===== src/rtl/uart_cmd_parser.sv =====
// Parses "$<cmd><d0><d1><term>" frames from a UART byte stream and latches the last good frame.
// Bad characters, inter-byte timeouts and mid-frame '$' resyncs each abort the frame with a coded error pulse.
module uart_cmd_parser #(
    parameter int TIMEOUT_CYC = 50000
) (
    input  logic       clk,
    input  logic       rst_n,
    input  logic [7:0] rx_data,
    input  logic       rx_valid,
    output logic [7:0] chr_cmd,
    output logic [7:0] chr_val0,
    output logic [7:0] chr_val1,
    output logic [6:0] val_bin,
    output logic       rx_msg_done,
    output logic       rx_err,
    output logic [1:0] err_code
);

    localparam int CNT_W = (TIMEOUT_CYC > 1) ? $clog2(TIMEOUT_CYC) : 1;

    localparam logic [1:0] ERR_BAD_CHR = 2'b01;
    localparam logic [1:0] ERR_TIMEOUT = 2'b10;
    localparam logic [1:0] ERR_RESYNC  = 2'b11;

    typedef enum logic [2:0] {
        IDLE,
        GET_CMD,
        GET_D0,
        GET_D1,
        GET_END
    } state_t;

    state_t     r_state;
    state_t     w_state_nxt;
    logic [CNT_W-1:0] r_cnt;

    logic [7:0] r_sh_cmd;
    logic [7:0] r_sh_d0;
    logic [7:0] r_sh_d1;

    logic [7:0] r_chr_cmd;
    logic [7:0] r_chr_val0;
    logic [7:0] r_chr_val1;
    logic [6:0] r_val_bin;
    logic       r_msg_done;
    logic       r_err;
    logic [1:0] r_err_code;

    logic       w_is_dollar;
    logic       w_is_cmd;
    logic       w_is_digit;
    logic       w_is_term;
    logic       w_timeout;
    logic       w_done;
    logic       w_err;
    logic [1:0] w_err_code;
    logic       w_ld_cmd;
    logic       w_ld_d0;
    logic       w_ld_d1;
    logic [6:0] w_val_bin;

    assign w_is_dollar = (rx_data == 8'h24);
    assign w_is_cmd    = (rx_data >= 8'h41) && (rx_data <= 8'h44);
    assign w_is_digit  = (rx_data >= 8'h30) && (rx_data <= 8'h39);
    assign w_is_term   = (rx_data == 8'h0A) || (rx_data == 8'h0D);

    // A byte arriving in the expiry cycle wins over the timeout.
    assign w_timeout = (r_state != IDLE) && !rx_valid &&
                       (r_cnt == CNT_W'(TIMEOUT_CYC - 1));

    // ASCII '0'..'9' carry the digit value in their low nibble.
    assign w_val_bin = 7'(r_sh_d0[3:0]) * 7'd10 + 7'(r_sh_d1[3:0]);

    // NOTE: every combinational output gets a default before the case, so no path can infer a latch.
    always_comb begin
        w_state_nxt = r_state;
        w_done      = 1'b0;
        w_err       = 1'b0;
        w_err_code  = 2'b00;
        w_ld_cmd    = 1'b0;
        w_ld_d0     = 1'b0;
        w_ld_d1     = 1'b0;
        if (rx_valid) begin
            if (r_state != IDLE && w_is_dollar) begin
                w_err       = 1'b1;
                w_err_code  = ERR_RESYNC;
                w_state_nxt = GET_CMD;
            end else begin
                unique case (r_state)
                    IDLE: begin
                        if (w_is_dollar) w_state_nxt = GET_CMD;
                    end
                    GET_CMD: begin
                        w_ld_cmd    = w_is_cmd;
                        w_state_nxt = w_is_cmd ? GET_D0 : IDLE;
                    end
                    GET_D0: begin
                        w_ld_d0     = w_is_digit;
                        w_state_nxt = w_is_digit ? GET_D1 : IDLE;
                    end
                    GET_D1: begin
                        w_ld_d1     = w_is_digit;
                        w_state_nxt = w_is_digit ? GET_END : IDLE;
                    end
                    GET_END: begin
                        w_done      = w_is_term;
                        w_state_nxt = IDLE;
                    end
                    default: w_state_nxt = IDLE;
                endcase
                if (r_state != IDLE && w_state_nxt == IDLE && !w_done) begin
                    w_err      = 1'b1;
                    w_err_code = ERR_BAD_CHR;
                end
            end
        end else if (w_timeout) begin
            w_err       = 1'b1;
            w_err_code  = ERR_TIMEOUT;
            w_state_nxt = IDLE;
        end
    end

    // NOTE: sequential state uses non-blocking assignments so every register samples pre-edge values.
    always_ff @(posedge clk) begin
        if (!rst_n) begin
            r_state    <= IDLE;
            r_cnt      <= '0;
            r_chr_cmd  <= 8'h30;
            r_chr_val0 <= 8'h30;
            r_chr_val1 <= 8'h30;
            r_val_bin  <= '0;
            r_msg_done <= 1'b0;
            r_err      <= 1'b0;
            r_err_code <= 2'b00;
        end else begin
            r_state    <= w_state_nxt;
            r_cnt      <= (rx_valid || r_state == IDLE || w_timeout) ? '0 : r_cnt + CNT_W'(1);
            r_msg_done <= w_done;
            r_err      <= w_err;
            if (w_err) r_err_code <= w_err_code;
            if (w_done) begin
                r_chr_cmd  <= r_sh_cmd;
                r_chr_val0 <= r_sh_d0;
                r_chr_val1 <= r_sh_d1;
                r_val_bin  <= w_val_bin;
            end
        end
    end

    // NOTE: shadow bytes need no reset; they are always written before a terminator can publish them.
    always_ff @(posedge clk) begin
        if (w_ld_cmd) r_sh_cmd <= rx_data;
        if (w_ld_d0)  r_sh_d0  <= rx_data;
        if (w_ld_d1)  r_sh_d1  <= rx_data;
    end

    assign chr_cmd     = r_chr_cmd;
    assign chr_val0    = r_chr_val0;
    assign chr_val1    = r_chr_val1;
    assign val_bin     = r_val_bin;
    assign rx_msg_done = r_msg_done;
    assign rx_err      = r_err;
    assign err_code    = r_err_code;

endmodule


===== config.mk =====
export PLATFORM = sky130hd
export DESIGN_NAME = uart_cmd_parser
export DESIGN_NICKNAME = d
export VERILOG_FILES = /design/src/rtl/uart_cmd_parser.sv
export SDC_FILE = /design/constraint.sdc
export NUM_CORES = 1
export LEC_CHECK = 0
export BUFFER_PORTS_ARGS = -buffer_cell sky130_fd_sc_hd__buf_2
export CAP_MARGIN = 20
export CORE_MARGIN = 1.5
export CORE_UTILIZATION = 49
export DETAILED_ROUTE_END_ITERATION = 10
export PLACE_DENSITY = 0.7
export SLEW_MARGIN = 25
export SYNTH_ARGS = -nofsm -noshare
export SYNTH_HDL_FRONTEND = slang
export SYNTH_SLANG_ARGS = --single-unit

===== constraint.sdc =====
create_clock -name clk -period 3.17 [get_ports clk]
set_input_delay 0.634 -clock clk [delete_from_list [all_inputs] [get_ports clk]]
set_output_delay 0.634 -clock clk [all_outputs]
set_load 0.03 [all_outputs]

==> flow_summary_export.csv <==
group,metric,value,unit
status,failed_checks,"DRC",
die,dieHeight,84.97,microns
worst_setup_path,critPathMostFrequentCell,"ha_1",
worst_setup_path,critPathBufInv,0,
clock_tree,clk_pin_slew,80,ps
sta,rsz0062_at_grt,"no",
clock_tree,cts_max_path_buffers,2,
sta,max_freq,0.4310,GHz
final_layout,final_nets,384,
global_route,antenna_found_initial,0,
final_layout,num_antenna_cells,0,
worst_setup_path,path_max_fanout,4,
global_route,track_usage,20.95,%
die,core,0.006422,sq mm
synth,synth_top_area_cell,"dfxtp_1",
die,die_w,84.97,microns
clock_tree,cts_buffers,9,
global_route,grt_pass1_wl,11750,microns
die,initial_core_util,51.26,%
power_and_ir_drop,ir_worst_vdd,0.2723,mV
drt,routed_via_density,5.794,
clock_tree,clkLatencyLatePin,340,ps
drt,wire_per_inst,15.70,microns
power_and_ir_drop,power_frac_clock,44.3,%
clock_tree,clock-root-buffer,"clkbuf_8",
hold_path,hold_path_class,"reg2reg",
synth,synth-edff-count,24,
sta,setup_viol,0,
worst_setup_path,critPathMaxStageDelay,530,ps
synth,synthDominantCellAreaShare,32.23,%
drt,ant_nets,0,
sta,drv_slew,0,
clock_tree,cts.sinks,77,
clock_tree,cts_resized,0,
worst_setup_path,crit_path_end_kind,"flop",
worst_setup_path,crit_slowest_cell,"fa_1",
clock_tree,cts_tree,"yes",
drt,drtIter0Drc,210,
worst_setup_path,crit_type,"reg2reg",
power_and_ir_drop,power.density,513.6,mW/mm^2
sta,finalHoldViolations,0,
worst_setup_path,cp_cell_sequence,"ha_1 -> ha_1 -> fa_1 -> nand2_1 -> o31a_1 -> o2111ai_1 -> o21ai_0",
synth,ys_top_cells_by_count,"53 x dfxtp_1, 39 x nand3_1, 29 x a21oi_1, 27 x o21ai_0, 24 x edfxtp_1",
sta,finClkSkew,7.040,ps
job,drv_cap,0,
worst_setup_path,crit_required,3400,ps
synth,syn-num-nets,342,
clock_tree,cts_setup_buffers,0,
hold_path,hold_start,"r_cnt[0]",
die,die_area,0.007219,sq mm
synth,synthesis.area,0.003292,sq mm
power_and_ir_drop,combPwrFrac,3.2,%
die,rows,29,
clock_tree,hold_buffers,0,
place,place_ws,722.7,ps
global_route,grt_max_degree,30,
status,status,"finished, violations left",
sta,layout_setup_ws,850.0,ps
sta,finalCritPeriodShare,73.19,%
power_and_ir_drop,internal_power,1547,uW
final_layout,drive_above_1_share,19.51,%
worst_setup_path,arrival,2550,ps
drt,vias,2584,
place,dpl.hpwl,4713,microns
place,place.gp.congestion,0.8548,
clock_tree,h-tree-depth,3,
power_and_ir_drop,power.share.sequential,52.5,%
power_and_ir_drop,switching_power,389.2,uW
synth,avgSynthCellArea,10.22,sq um
synth,syn-instance-count,322,
die,pin_count,46,
synth,synth.ff_latch_count,77,
synth,synth.most_common_cell,"dfxtp_1",
power_and_ir_drop,p_leak,0.001345,uW
worst_setup_path,path_delay_family,"adder cells",
sta,holdWs,448.1,ps
place,io_buffer_count,45,
sta,worstMarginPinSlew,699.2,ps
final_layout,syn_to_final_growth,14.56,%
power_and_ir_drop,swShare,20.10,%
synth,synthFlopType,"dfxtp_1",
synth,synth_seq_area_share,54.12,%
sta,finalCriticalPeriod,2320,ps
drt,wirelength,7004,microns
synth,postSynth.asyncResetShare,0,%
worst_setup_path,crit_path_start,"r_sh_d0[1]",
synth,ys_warn_count,0,
sta,relSlewSlack,53.22,%
global_route,grt_pass1_vias,2430,
synth,synth_cell_types,51,
drt,drc_errors,3,
drt,drt-pass1-iter-count,9,
worst_setup_path,startpoint_type,"flop",
synth,synth_area_leaders,"dfxtp_1 32%, edfxtp_1 22%, nand3_1 5.9%, a21oi_1 4.4%, o21ai_0 4.1%",
global_route,grt-ovfl-total,0,
sta,final.setup.tns,0,ps
worst_setup_path,rr_startpoint,"r_sh_d0[1]",
metal layers:
layer,track usage [%],vias up,wire length (microns)
met5,0,-,0
met1,28.22,1235,3172
met3,6.615,7,366
li1,-,1268,-
met2,32.03,74,3390
met4,7.303,0,75
cell type report:
class                           count  area [sq um]
Multi-Input combinational cell    217          1364
Clock inverter                      6         101.3
Inverter                            8         30.03
Timing Repair Buffer               51         270.3
Fill cell                         563          2651
Tap cell                           77         96.34
Clock buffer                       10         127.6
Sequential cell                    77          1782
final timing paths:
path / cells past startpoint / to / slack [ps]
max: 7 / val_bin[6] / 850
min: 1 / r_cnt[0] / 450
max reg2reg: 7 / val_bin[6] / 850
min reg2reg: 1 / r_cnt[0] / 450
metrics by stage:
step | power [uW] | cells | area [sq um] | util, %
3_3_place_gp | 1100 | 430 | 3542 | 55.15
6_report | 1937 | 446 | 3771 | 58.72
4_1_cts | 1957 | 446 | 3771 | 58.72
2_1_floorplan | 1076 | 322 | 3292 | -
3_5_place_dp | 1101 | 430 | 3542 | 55.15
5_1_grt | 2014 | 446 | 3771 | 58.72
cell families after synthesis:
| family | Yosys count | share of synthesized area (%) |
|---|---|---|
| AND/OR/NAND/NOR | 111 | 19.23 |
| AO/OA/AOI/OAI | 84 | 14.86 |
| flip-flops | 77 | 54.12 |
| buffers and inverters | 28 | 4.447 |
| XOR/XNOR | 13 | 3.459 |
| adder cells (fa/ha/maj) | 9 | 3.877 |
power groups by stage:
stage / logic [uW] / clock network, uW / registers, uW
CTS: 61.4 / 879 / 1020
floorplan: 35.1 / 0 / 1040
global route: 67.6 / 929 / 1020
detailed placement: 61.3 / 0 / 1040
global placement: 59.9 / 0 / 1040
finish: 61.2 / 858 / 1020
sequential cells by signal, summed over array words and instances (netlist names):
signal       flops
chr_cmd          8
rx_err           1
val_bin          6
chr_val1         8
err_code         2
r_sh_d0          8
r_sh_cmd         8
r_state          3
r_cnt           16
chr_val0         8
rx_msg_done      1
r_sh_d1          8
placed cells by master, fill, tap and decap left out, types with 2 or more instances in the layout:
cell type	instances
o2111ai_1	2
buf_4	6
ha_1	7
a211oi_1	3
o31a_1	2
and3_1	4
xnor2_1	7
xor2_1	6
clkbuf_8	9
o21ai_0	27
o21ai_1	8
o22ai_1	3
nor4bb_1	4
nand2_1	10
nand4_1	8
and2_1	2
bufinv_16	3
dfxtp_1	53
buf_2	45
inv_1	7
or3_1	5
a21oi_1	29
nor3_1	4
edfxtp_1	24
nor3b_1	2
nor2_1	20
o211ai_1	2
fa_1	2
clkinv_1	3
nand3_1	39
and4bb_2	2
Note: power is estimated with default switching activity, not from simulation.
